## src/rtl/spi_frame_pkg.sv

```systemverilog
// Shared definitions for the SPI frame decoder.
//   state_t   : decoder FSM states
//   DEF_*     : default widths for the frame layout and synchroniser depth
//   field_lsb : LSB position of a field inside the received frame
package spi_frame_pkg;

    typedef enum logic [1:0] {
        IDLE  = 2'd0,
        SHIFT = 2'd1,
        DONE  = 2'd2
    } state_t;

    localparam int DEF_OP_W        = 4;
    localparam int DEF_OPC_W       = 2;
    localparam int DEF_FRAME_W     = 16;
    localparam int DEF_RESP_W      = 8;
    localparam int DEF_SYNC_STAGES = 2;

    localparam int FIELD_OP1 = 0;
    localparam int FIELD_OP2 = 1;
    localparam int FIELD_OPC = 2;

    // Fields are packed MSB first: operand1, operand2, opcode, then ignored padding.
    function automatic int field_lsb(input int frame_w, input int op_w,
                                     input int opc_w, input int field_idx);
        int lsb;
        case (field_idx)
            FIELD_OP1: lsb = frame_w - op_w;
            FIELD_OP2: lsb = frame_w - 2 * op_w;
            default:   lsb = frame_w - 2 * op_w - opc_w;
        endcase
        return lsb;
    endfunction

endpackage

```

## src/rtl/spi_sync_edge.sv

```systemverilog
// Multi-flop synchroniser with edge detection for one asynchronous input.
//   clk, reset_n : system clock, asynchronous active-low reset
//   din          : asynchronous input pin
//   dout         : synchronised level
//   rise, fall   : single-cycle pulses on edges of the synchronised level
module spi_sync_edge #(
    parameter int   STAGES    = 2,
    parameter logic RESET_VAL = 1'b0
) (
    input  logic clk,
    input  logic reset_n,
    input  logic din,
    output logic dout,
    output logic rise,
    output logic fall
);

    logic [STAGES-1:0] chain_reg;
    logic              prev_reg;

    always_ff @(posedge clk or negedge reset_n) begin
        if (!reset_n) begin
            chain_reg <= {STAGES{RESET_VAL}};
            prev_reg  <= RESET_VAL;
        end else begin
            chain_reg <= {chain_reg[STAGES-2:0], din};
            prev_reg  <= chain_reg[STAGES-1];
        end
    end

    assign dout = chain_reg[STAGES-1];
    assign rise = dout & ~prev_reg;
    assign fall = ~dout & prev_reg;

endmodule

```

## src/rtl/spi_frame_decoder.sv

```systemverilog
// SPI slave (mode 0, MSB first) that deserialises fixed-length frames into
// operand1/operand2/opcode fields and returns a response word on MISO.
//   clk, reset_n          : system clock (>= 8x sclk), asynchronous active-low reset
//   spi_sclk/mosi/ss_n    : asynchronous SPI pins from the host
//   spi_miso              : response bit, 0 outside a frame
//   resp_data, resp_load  : response word and its capture strobe
//   operand1/2, opcode    : decoded fields, held until the next valid frame
//   frame_valid           : 1-cycle pulse when fields update
//   frame_err             : 1-cycle pulse when a frame had the wrong bit count
//   busy                  : high while a frame is being shifted
module spi_frame_decoder
    import spi_frame_pkg::*;
#(
    parameter int OP_W        = DEF_OP_W,
    parameter int OPC_W       = DEF_OPC_W,
    parameter int FRAME_W     = DEF_FRAME_W,
    parameter int RESP_W      = DEF_RESP_W,
    parameter int SYNC_STAGES = DEF_SYNC_STAGES
) (
    input  logic              clk,
    input  logic              reset_n,
    input  logic              spi_sclk,
    input  logic              spi_mosi,
    input  logic              spi_ss_n,
    output logic              spi_miso,
    input  logic [RESP_W-1:0] resp_data,
    input  logic              resp_load,
    output logic [OP_W-1:0]   operand1,
    output logic [OP_W-1:0]   operand2,
    output logic [OPC_W-1:0]  opcode,
    output logic              frame_valid,
    output logic              frame_err,
    output logic              busy
);

    generate
        if (FRAME_W < 2 * OP_W + OPC_W) begin : g_bad_frame_w
            $error("FRAME_W too small for operand and opcode fields");
        end
        if (RESP_W > FRAME_W) begin : g_bad_resp_w
            $error("RESP_W must not exceed FRAME_W");
        end
        if (SYNC_STAGES < 2) begin : g_bad_sync
            $error("SYNC_STAGES must be at least 2");
        end
    endgenerate

    localparam int OP1_LSB = field_lsb(FRAME_W, OP_W, OPC_W, FIELD_OP1);
    localparam int OP2_LSB = field_lsb(FRAME_W, OP_W, OPC_W, FIELD_OP2);
    localparam int OPC_LSB = field_lsb(FRAME_W, OP_W, OPC_W, FIELD_OPC);
    localparam int CNT_W   = $clog2(FRAME_W + 2);
    localparam int SET_W   = $clog2(SYNC_STAGES + 1);

    localparam logic [CNT_W-1:0] CNT_FULL = CNT_W'(FRAME_W);
    localparam logic [CNT_W-1:0] CNT_SAT  = CNT_W'(FRAME_W + 1);
    localparam logic [SET_W-1:0] SET_MAX  = SET_W'(SYNC_STAGES);

    // Synchronised pins
    logic sclk_level, sclk_rise, sclk_fall;
    logic ss_level, ss_rise, ss_fall;
    logic mosi_level, mosi_rise, mosi_fall;

    spi_sync_edge #(.STAGES(SYNC_STAGES), .RESET_VAL(1'b0)) u_sync_sclk (
        .clk(clk), .reset_n(reset_n), .din(spi_sclk),
        .dout(sclk_level), .rise(sclk_rise), .fall(sclk_fall)
    );

    spi_sync_edge #(.STAGES(SYNC_STAGES), .RESET_VAL(1'b1)) u_sync_ss (
        .clk(clk), .reset_n(reset_n), .din(spi_ss_n),
        .dout(ss_level), .rise(ss_rise), .fall(ss_fall)
    );

    spi_sync_edge #(.STAGES(SYNC_STAGES), .RESET_VAL(1'b0)) u_sync_mosi (
        .clk(clk), .reset_n(reset_n), .din(spi_mosi),
        .dout(mosi_level), .rise(mosi_rise), .fall(mosi_fall)
    );

    state_t             state_reg;
    logic [CNT_W-1:0]   bit_cnt_reg;
    logic [FRAME_W-1:0] rx_shift_reg;
    logic [FRAME_W-1:0] tx_shift_reg;
    logic [RESP_W-1:0]  resp_hold_reg;
    logic [SET_W-1:0]   settle_reg;
    logic               armed_reg;
    logic [RESP_W-1:0]  resp_word;

    // A load coinciding with the start of a frame must reach that frame.
    assign resp_word = resp_load ? resp_data : resp_hold_reg;

    // After reset the synchroniser holds its reset value rather than a real
    // sample; wait until it has been refilled and then require ss_n high
    // before accepting a frame start. This drops a frame already in flight.
    always_ff @(posedge clk or negedge reset_n) begin
        if (!reset_n) begin
            state_reg     <= IDLE;
            bit_cnt_reg   <= '0;
            rx_shift_reg  <= '0;
            tx_shift_reg  <= '0;
            resp_hold_reg <= '0;
            settle_reg    <= '0;
            armed_reg     <= 1'b0;
            operand1      <= '0;
            operand2      <= '0;
            opcode        <= '0;
            frame_valid   <= 1'b0;
            frame_err     <= 1'b0;
        end else begin
            frame_valid <= 1'b0;
            frame_err   <= 1'b0;

            if (resp_load) begin
                resp_hold_reg <= resp_data;
            end

            if (!armed_reg) begin
                if (settle_reg != SET_MAX) begin
                    settle_reg <= settle_reg + 1'b1;
                end else if (ss_level) begin
                    armed_reg <= 1'b1;
                end
            end

            case (state_reg)
                IDLE: begin
                    if (armed_reg && ss_fall) begin
                        state_reg    <= SHIFT;
                        bit_cnt_reg  <= '0;
                        tx_shift_reg <= FRAME_W'(resp_word) << (FRAME_W - RESP_W);
                    end
                end
                SHIFT: begin
                    if (ss_rise) begin
                        if (bit_cnt_reg == CNT_FULL) begin
                            state_reg <= DONE;
                        end else begin
                            state_reg <= IDLE;
                            frame_err <= 1'b1;
                        end
                    end else begin
                        if (sclk_rise) begin
                            rx_shift_reg <= {rx_shift_reg[FRAME_W-2:0], mosi_level};
                            if (bit_cnt_reg != CNT_SAT) begin
                                bit_cnt_reg <= bit_cnt_reg + 1'b1;
                            end
                        end
                        if (sclk_fall) begin
                            tx_shift_reg <= tx_shift_reg << 1;
                        end
                    end
                end
                DONE: begin
                    operand1    <= rx_shift_reg[OP1_LSB +: OP_W];
                    operand2    <= rx_shift_reg[OP2_LSB +: OP_W];
                    opcode      <= rx_shift_reg[OPC_LSB +: OPC_W];
                    frame_valid <= 1'b1;
                    state_reg   <= IDLE;
                end
                default: state_reg <= IDLE;
            endcase
        end
    end

    assign busy     = (state_reg == SHIFT);
    assign spi_miso = (state_reg == SHIFT) & tx_shift_reg[FRAME_W-1];

    // Padding bits below the opcode and the unused edge/level taps.
    logic unused_sigs;
    assign unused_sigs = ^{rx_shift_reg, sclk_level, mosi_rise, mosi_fall};

endmodule

```

## config.mk

```make
export PLATFORM = sky130hd
export DESIGN_NAME = spi_frame_decoder
export DESIGN_NICKNAME = d
export VERILOG_FILES = /design/src/rtl/spi_frame_pkg.sv /design/src/rtl/spi_sync_edge.sv /design/src/rtl/spi_frame_decoder.sv
export SDC_FILE = /design/constraint.sdc
export NUM_CORES = 1
export LEC_CHECK = 0
export ABC_AREA = 1
export CELL_PAD_IN_SITES_DETAIL_PLACEMENT = 0
export CELL_PAD_IN_SITES_GLOBAL_PLACEMENT = 1
export CORE_UTILIZATION = 30
export DETAILED_ROUTE_END_ITERATION = 10
export PLACE_DENSITY = 0.65
export SLEW_MARGIN = 5
export SYNTH_ARGS = -nofsm -noshare
export SYNTH_HDL_FRONTEND = slang
export SYNTH_HIERARCHICAL = 1
export SYNTH_SLANG_ARGS = --single-unit
```

## constraint.sdc

```tcl
create_clock -name clk -period 1.2 [get_ports clk]
set_input_delay 0.18 -clock clk [delete_from_list [all_inputs] [get_ports clk]]
set_output_delay 0.18 -clock clk [all_outputs]
set_load 0.05 [all_outputs]
```

==> metrics.md <==
| Metric | Value |
|---|---|
| Run status | `finished with violations` |
| Failing checks | `setup timing` |
| Worst reg2reg startpoint | `u_sync_ss/prev_reg` |
| CTS root buffer | `clkbuf_8` |
| Pre-antenna DRT Iters | `4` |
| PnR Total Power | `0.00647 W` |
| Final worst slack | `-0.201 ns` |
| Crit path kind | `flip-flop to output pin` |
| Mapped Area | `2650 µm²` |
| Chip width | `96.1 µm` |
| Met3 routed WL | `182 µm` |
| Starting Density | `31.7%` |
| H-tree Lvls | `3` |
| CTS tree | `done` |
| Final antenna-violating net count | `0` |
| Initial drt markers | `60` |
| Total grt overflow | `0` |
| Vias in the first global route | `1,892` |
| Largest register FFs | `16` |
| Crit path from | `state_reg[0]` |
| Drt drc | `0` |
| Max Cap Violations | `0` |
| Minimum clock period | `1.40 ns` |
| TritonCTS Sinks | `62` |
| Top layer in use | `met4` |
| Area grow syn2layout | `47.9%` |
| Worst Path Arrival | `1.22 ns` |
| Max-slew violations | `0` |
| Clock transition at path regs | `0.07 ns` |
| Endpoints failing setup | `31` |
| IO Pins | `28` |
| Input/output buffers | `27` |
| Worst R2R End | `bit_cnt_reg[3]` |
| Num CTS Buffers | `9` |
| WL met2 | `2520 µm` |
| RSZ-0062 raised after global routing | `yes` |
| GP Congestion | `0.751` |
| Final HPWL DP | `3120 µm` |
| Met1 WL | `2380 µm` |
| Fmax | `714 MHz` |
| Routed WL | `5210 µm` |
| Total number of vias | `2,002` |
| Clock latency on the worst-skew pair | `0.34 ns` |
| CTS Buffer Depth | `2` |
| Pleak | `1.86 nW` |
| Total Routing Usage GR | `12.5%` |
| Worst setup EP type | `output pin` |
| Post-DR wirelength/cell | `11.3 µm` |
| Final core utilization | `46.8%` |
| Syn avg cell area | `9.25 µm²` |
| Core Region | `8380 µm²` |
| Share of cells above drive strength 1 | `37.5%` |
| Slew @ Worst Pin | `0.339 ns` |
| Max-slew headroom | `77.4%` |
| Maximum vdd drop | `0.600 mV` |
| R2R Setup Slk | `-0.19 ns` |
| Mapped Nets | `305` |
| Die ar. | `9230 µm²` |
| Dpl ws | `-0.244 ns` |
| Vias per cell | `4.33` |
| Std cell rows | `33` |
| Ys Warns | `6` |
| HP Class | `primary input to flip-flop` |
| Initial antenna violation count | `0` |
| Final Hold Viols | `0` |
| Critical Path Source Type | `flip-flop` |
| Final nets | `370` |
| Ant diodes | `0` |
| First-pass GRT wire length | `8460 µm` |
| Worst R2R Path Depth | `8` |
| Worst Setup EP | `spi_miso` |
| PD cells | `1650 nW/µm²` |
| Clk_skew | `0.00773 ns` |
| Crit path max fanout | `3` |
| Period utilisation layout | `117%` |
| Die Y-Extent | `96.1 µm` |
| Req. time, crit path | `1.02 ns` |
| Syn Inst Count | `287` |
| Largest net degree at the start of global routing | `63` |
cell type report:
class,instances,area (µm²)
clock buffer,11,141
clock inverter,5,58.8
fill,774,4460
inverter,41,169
multi-input combinational,178,1100
sequential,62,1560
tap,105,131
timing repair buffer,60,772
through the flow:
stage          TNS (ns)  std cells  hold slack [ns]  instance area (µm²)
6_report          -4.80        462            0.245                 3920
5_1_grt           -6.99        462            0.243                 3920
2_1_floorplan     -1.01        287           -0.116                 2670
4_1_cts           -4.14        459            0.237                 3700
3_5_place_dp      -3.44        434            0.219                 3330
3_3_place_gp      -2.83        434            0.222                 3330
timing repair:
action	4_1_cts	5_1_grt
hold endpoints to repair	59	0
setup buffers	6	2
gates resized for setup	22	54
hold buffers	1	0
endpoints found under the setup margin	32	35
cloned	2	1
pin swaps	8	11
worst min path at each step:
stage / start / to / slack [ns] / cells after the start
2_1_floorplan: reset_n / armed_reg / -0.12 / 0
3_3_place_gp: reset_n / opcode[0] / 0.22 / 2
3_5_place_dp: reset_n / u_sync_mosi/chain_reg[1] / 0.22 / 2
4_1_cts: spi_ss_n / u_sync_ss/chain_reg[0] / 0.24 / 1
5_1_grt: spi_ss_n / u_sync_ss/chain_reg[0] / 0.24 / 1
6_report: spi_ss_n / u_sync_ss/chain_reg[0] / 0.24 / 1
metal layers:
layer,up-vias,track usage [%]
li1,1014,-
met1,948,14.9
met2,30,19.8
met3,10,3.79
met4,0,7.46
met5,-,0
power breakdown:
group	internal, W	switching, W
Clock	0.00102	0.000825
Sequential	0.00249	0.000279
Combinational	0.000866	0.000988
worst max-delay path, stage by stage (launching register included):
cell and delay, ns:
dfrtp_1 0.36, inv_2 0.05, nor2_4 0.18, inv_6 0.05, nor2_4 0.10, buf_12 0.14
cells in the final DEF (no fill, tap or decap), types with 2 or more instances in the layout:
cell type	instances
a21oi_1	2
a21oi_2	5
buf_12	17
buf_4	17
buf_6	9
clkbuf_8	10
clkdlybuf4s50_1	12
clkinvlp_4	2
dfrtp_1	59
dfstp_2	3
ha_1	4
inv_1	34
inv_2	4
nand2_1	72
nand2_2	14
nand2_4	14
nand3_1	3
nor2_1	11
nor2_2	3
nor2_4	9
o21ai_0	9
o21ai_1	12
o21ai_2	13
(Power assumes the default switching activity.)
